[src/rtl/uart_tx_msg_arbiter_pkg.sv]
// Shared definitions for the UART TX message arbiter and the ASCII message FSMs
// that feed it.
package uart_tx_msg_arbiter_pkg;

  typedef enum logic [1:0] {
    IDLE    = 2'd0,
    GRANT   = 2'd1,
    RELEASE = 2'd2
  } arb_state_e;

  localparam logic [7:0] ASCII_CR = 8'h0D;
  localparam logic [7:0] ASCII_LF = 8'h0A;

  // Index width for an N-entry one-hot vector, never narrower than 1 bit.
  function automatic int unsigned idx_width(input int unsigned n);
    return (n > 1) ? $clog2(n) : 1;
  endfunction

endpackage

[src/rtl/uart_tx_msg_arbiter_rr_pick.sv]
// Combinational round-robin picker: first set request after index last_i,
// wrapping modulo NUM_REQ.
module uart_tx_msg_arbiter_rr_pick
  import uart_tx_msg_arbiter_pkg::*;
#(
  parameter int unsigned NUM_REQ = 3,
  parameter int unsigned IW      = idx_width(NUM_REQ)
) (
  input  logic [NUM_REQ-1:0] req_i,
  input  logic [IW-1:0]      last_i,
  output logic [NUM_REQ-1:0] sel_o,
  output logic               valid_o
);

  logic [IW-1:0] cand;

  always_comb begin
    sel_o   = '0;
    valid_o = 1'b0;
    cand    = '0;
    for (int unsigned k = 1; k <= NUM_REQ; k++) begin
      cand = IW'((32'(last_i) + k) % NUM_REQ);
      if (!valid_o && req_i[cand]) begin
        sel_o[cand] = 1'b1;
        valid_o     = 1'b1;
      end
    end
  end

endmodule

[src/rtl/uart_tx_msg_arbiter.sv]
// Message-granular round-robin arbiter sharing one UART TX FIFO write port
// between NUM_REQ ASCII message sources.
module uart_tx_msg_arbiter
  import uart_tx_msg_arbiter_pkg::*;
#(
  parameter int unsigned NUM_REQ     = 3,
  parameter int unsigned TIMEOUT_CYC = 1_000_000
) (
  input  logic                   clk,
  input  logic                   reset,
  input  logic [NUM_REQ-1:0]     req,
  input  logic [NUM_REQ-1:0]     wr_en,
  input  logic [8*NUM_REQ-1:0]   wr_data,
  input  logic [NUM_REQ-1:0]     wr_last,
  input  logic                   fifo_full,
  output logic [NUM_REQ-1:0]     grant,
  output logic [NUM_REQ-1:0]     ready,
  output logic [7:0]             fifo_wdata,
  output logic                   fifo_we,
  output logic                   busy,
  output logic                   timeout,
  output logic                   drop_err
);

  localparam int unsigned IW = idx_width(NUM_REQ);
  localparam int unsigned CW = $clog2(TIMEOUT_CYC + 1);

  arb_state_e          state_q, state_d;
  logic [NUM_REQ-1:0]  grant_q, grant_d;
  logic [IW-1:0]       gidx_q, gidx_d;
  logic [IW-1:0]       last_q, last_d;
  logic [CW-1:0]       cnt_q, cnt_d;
  logic                we_q, we_d;
  logic [7:0]          wdata_q, wdata_d;
  logic                to_q, to_d;
  logic                drop_q, drop_d;

  logic [NUM_REQ-1:0]  sel;
  logic                sel_valid;
  logic [IW-1:0]       sel_idx;
  logic [7:0]          data_arr [NUM_REQ];
  logic                acc;

  uart_tx_msg_arbiter_rr_pick #(
    .NUM_REQ (NUM_REQ),
    .IW      (IW)
  ) u_rr_pick (
    .req_i   (req),
    .last_i  (last_q),
    .sel_o   (sel),
    .valid_o (sel_valid)
  );

  always_comb begin
    sel_idx = '0;
    for (int unsigned i = 0; i < NUM_REQ; i++) begin
      if (sel[i]) sel_idx = IW'(i);
    end
  end

  always_comb begin
    for (int unsigned i = 0; i < NUM_REQ; i++) begin
      data_arr[i] = wr_data[8*i +: 8];
    end
  end

  // grant_q is zero outside GRANT, so ready and acc are inherently state-gated.
  assign ready = grant_q & ~{NUM_REQ{fifo_full}};
  assign acc   = wr_en[gidx_q] & ready[gidx_q];

  always_comb begin
    state_d = state_q;
    grant_d = grant_q;
    gidx_d  = gidx_q;
    last_d  = last_q;
    cnt_d   = cnt_q;
    we_d    = 1'b0;
    wdata_d = wdata_q;
    to_d    = 1'b0;
    drop_d  = drop_q | (|(wr_en & ~ready));

    case (state_q)
      IDLE: begin
        if (sel_valid) begin
          state_d = GRANT;
          grant_d = sel;
          gidx_d  = sel_idx;
          cnt_d   = '0;
        end
      end
      GRANT: begin
        if (acc) begin
          we_d    = 1'b1;
          wdata_d = data_arr[gidx_q];
          cnt_d   = '0;
        end else begin
          cnt_d = cnt_q + 1'b1;
        end
        if ((acc && wr_last[gidx_q]) || !req[gidx_q] ||
            (cnt_q == CW'(TIMEOUT_CYC - 1))) begin
          state_d = RELEASE;
          grant_d = '0;
          last_d  = gidx_q;
          to_d    = !(acc && wr_last[gidx_q]) && req[gidx_q];
        end
      end
      RELEASE: state_d = IDLE;
      default: begin
        state_d = IDLE;
        grant_d = '0;
      end
    endcase
  end

  always_ff @(posedge clk or negedge reset) begin
    if (!reset) begin
      state_q <= IDLE;
      grant_q <= '0;
      gidx_q  <= '0;
      last_q  <= IW'(NUM_REQ - 1);
      cnt_q   <= '0;
      we_q    <= 1'b0;
      wdata_q <= '0;
      to_q    <= 1'b0;
      drop_q  <= 1'b0;
    end else begin
      state_q <= state_d;
      grant_q <= grant_d;
      gidx_q  <= gidx_d;
      last_q  <= last_d;
      cnt_q   <= cnt_d;
      we_q    <= we_d;
      wdata_q <= wdata_d;
      to_q    <= to_d;
      drop_q  <= drop_d;
    end
  end

  assign grant      = grant_q;
  assign fifo_we    = we_q;
  assign fifo_wdata = wdata_q;
  assign timeout    = to_q;
  assign drop_err   = drop_q;
  assign busy       = (state_q != IDLE);

endmodule

[config.mk]
export PLATFORM = sky130hd
export DESIGN_NAME = uart_tx_msg_arbiter
export DESIGN_NICKNAME = d
export VERILOG_FILES = /design/src/rtl/uart_tx_msg_arbiter_pkg.sv /design/src/rtl/uart_tx_msg_arbiter_rr_pick.sv /design/src/rtl/uart_tx_msg_arbiter.sv
export SDC_FILE = /design/constraint.sdc
export NUM_CORES = 1
export LEC_CHECK = 0
export ABC_AREA = 0
export BUFFER_PORTS_ARGS = -buffer_cell sky130_fd_sc_hd__buf_2
export CORE_ASPECT_RATIO = 0.6
export CORE_MARGIN = 2
export CORE_UTILIZATION = 49
export DETAILED_ROUTE_END_ITERATION = 7
export GPL_ROUTABILITY_DRIVEN = 0
export PLACE_DENSITY = 0.75
export SKIP_CTS_REPAIR_TIMING = 1
export SYNTH_ARGS = -nofsm -noshare
export SYNTH_HDL_FRONTEND = slang
export SYNTH_SLANG_ARGS = --single-unit
[constraint.sdc]
create_clock -name clk -period 2.32 [get_ports clk]
set_clock_uncertainty 0.2 [all_clocks]
set_input_delay 0.116 -clock clk [delete_from_list [all_inputs] [get_ports clk]]
set_output_delay 0.116 -clock clk [all_outputs]
set_load 0.05 [all_outputs]
==> metrics.txt <==
# rows 20; class of the most critical setup path register to register; leak pwr 1.44 nW; fin area between 0.003 and 0.004 sq mm; Cells after Synth 288; Max Slew Vio Count 0; Port Buffers 53; RSZ-0062 raised after global routing true; max_cap viols 0; Top delay family on crit path compound AO/OA/AOI/OAI gates; post-synthesis mux area share under 10%; Synth Area in Adders ~2.5%; post-synthesis sequential area ratio 39.6%; WHS Endpoint fifo_wdata[3]$_DFFE_PN0P_; post-layout min period 2280 ps; Layout Utilization 62.9%; Synth Register Bits 40; Vias/cell 5.67; Placed Instances 403; area post-placement about 0.003 sq mm; crit-path cells inv_1 -> ha_1 -> a22o_1 -> a211o_1 -> a21oi_2 -> a21oi_1 -> buf_12 -> a31oi_2; xor and xnor area share after synthesis less than 1%; diode count 0; number of synthesized flops with an enable pin 0; Worst EP arrival 2290 ps; largest family of logic cells by synthesized area compound AO/OA/AOI/OAI gates; post-synthesis compound-gate area fraction about a quarter; 1st-pass router iterations 4; most frequent cells in the layout buf_2, dfrtp_1, nand2_1; Die X approximately 97 um; Initial Util 50.5%; Final nets ~400; Slew headroom 62.3%; GRT Overall Usage 21.5%; # fillers 436; initial antenna violation count 0; die area 0.00577 sq mm; Core Box Area approximately 0.0050 sq mm; post-DP HPWL 4480 um; clk_lat worst skew between 200 and 300 ps; WHS Path Cells 3; critical path fanouts, max 20; final setup fails 0; commonest non-fill, non-tap cell in the layout buf_2; CTS Sinks 40; final worst path period share 98.4%; sequential cell area 0.00100 sq mm; vias in the first global route between 2000 and 2500; Hold Slack -65.2 ps; status complete, but fails checks; leading area contributor after synthesis dfrtp_1; peak ir drop on the vdd network 631 uV; final hold violation count 2; Post-Synth Simple-Gate Area 21.0%; depth of the CTS H-tree 2; Synth Flop Type dfrtp_1; endpoint type of the worst setup path register; r2r worst-path depth 8; Worst Path Required ~2300 ps; Via Count between 2000 and 2500; Worst Path Buf+Inv 2; Max Root-Sink Buffers 2; footprint of the multi-input gates 0.00142 sq mm; Async SR Flop Fraction 100%; overflow left after global routing 0; Ys Warns 0; Layout Cells excl Fill 422; r2r setup slk ~37 ps; Slew @ Worst Pin 557 ps; min-delay src wr_data[11]; post-synthesis to final-layout area growth 24.5%; largest net degree at the start of global routing 41; antenna-violating nets left 0; first-pass GRT wire length 9820 um; FF-to-FF Start last_q[1]$_DFFE_PN1P_; Synth cell types 50; startpoint type of the worst setup path register; cell area after synthesis about 0.0025 sq mm; CTS tree yes; Post-Route WL around 6400 um; Die Span Y approximately 60 um; CTS root buffer clkbuf_8; Reg clk slew, reported paths 70 ps; f_max 438 MHz; wire per inst 15.1 um; top cells by area, synth dfrtp_1, mux2i_1, a31oi_1, nand2_1, a21oi_1; layout cells sized above 1 26.4%; CTS Buf Count 5; power per cell area 1120 mW/mm^2; Iter 0 DRT Violations 244; worst min-delay path class primary input to register; Post-Syn Nets 329; r2r endpoint cnt_q[14]$_DFFE_PN0P_; Mapped Avg Cell Area 8.78 sq um; I/O Pins 54; # DRC 0; top-area cell type share of the netlist area roughly two fifths; slowest stage cell, crit path dfstp_2; CP max stage delay 560 ps; failing checks negative hold slack
## cell type report
class / instances / share of cell area [%]
flip-flops and latches: 40 / 31.9
clock inverters: 1 / 0.159
repair buffers: 77 / 15.7
inverters: 17 / 2.03
multi-input cells: 214 / 45.2
well taps: 66 / 2.62
clock buffers: 7 / 2.42
## worst max-delay path by stage
stage | startpoint | endpoint | slack, ps | depth (start not counted)
2_1_floorplan | grant[1]$_DFFE_PN0P_ | drop_err$_DFF_PN0_ | 30 | 4
3_3_place_gp | last_q[1]$_DFFE_PN1P_ | cnt_q[17]$_DFFE_PN0P_ | 140 | 8
4_1_cts | last_q[0]$_DFFE_PN0P_ | cnt_q[15]$_DFFE_PN0P_ | 2 | 8
6_report | last_q[1]$_DFFE_PN1P_ | cnt_q[14]$_DFFE_PN0P_ | 40 | 8
5_1_grt | last_q[1]$_DFFE_PN1P_ | cnt_q[14]$_DFFE_PN0P_ | -40 | 8
3_5_place_dp | last_q[0]$_DFFE_PN0P_ | cnt_q[15]$_DFFE_PN0P_ | 20 | 8
## power breakdown
part	switching (mW)	internal, mW	leakage (nW)	total, mW
clock	0.232	0.211	0.0422	0.443
sequential	0.135	0.856	0.526	0.991
combinational	1.33	0.762	0.875	2.09
## metrics by stage
step	TNS (ps)	total power, mW	worst slack (ps)
2_1_floorplan	0	2.49	26.8
3_3_place_gp	0	2.93	139
3_5_place_dp	0	2.99	21.1
4_1_cts	0	3.44	2.27
5_1_grt	-327	3.77	-40.2
6_report	0	3.53	36.9
## registers in the layout, summed over array words and instances (netlist names)
name / cells
fifo_wdata: 8
cnt_q: 20
drop_err: 1
gidx_q: 2
state_q: 2
last_q: 2
grant: 3
timeout: 1
fifo_we: 1
## cells by family (layout without fill, tap and decap cells)
kind of cell    count (synthesis)  after routing
mux                            16             16
simple gates                  103            103
xor+xnor                        1              1
compound gates                 89             89
fa+ha+maj                       5              5
buf+inv                        34            102
flops                          40             40
## worst register-to-register path: stages, from the launching register on
cell,delay (ps)
dfstp_2,560
inv_1,60
ha_1,180
a22o_1,200
a211o_1,290
a21oi_2,220
a21oi_1,130
buf_12,170
a31oi_2,190
## layer usage
| metal | share of wire, % | wire, um | vias to the layer above | GRT usage (%) |
|---|---|---|---|---|
| li1 | - | - | 1185 | - |
| met1 | 49 | 3120 | 1119 | 31.1 |
| met2 | 44 | 2790 | 85 | 32.1 |
| met3 | 6.5 | 415 | 5 | 6.13 |
| met4 | 0.72 | 46 | 0 | 4.83 |
| met5 | 0 | 0 | - | 0 |
## synthesized netlist by cell type (all sizes together), types with 3 or more instances
cell / n
ha: 5
nor2: 20
a21oi: 25
buf: 8
o22ai: 5
and3: 6
clkbuf: 9
inv: 17
nor4b: 3
nand3: 12
dfrtp: 39
o2bb2ai: 3
o21ai: 15
nand2b: 8
mux2i: 14
nor2b: 5
nand2: 35
a31oi: 23
Power figures use the tool's default switching activity.
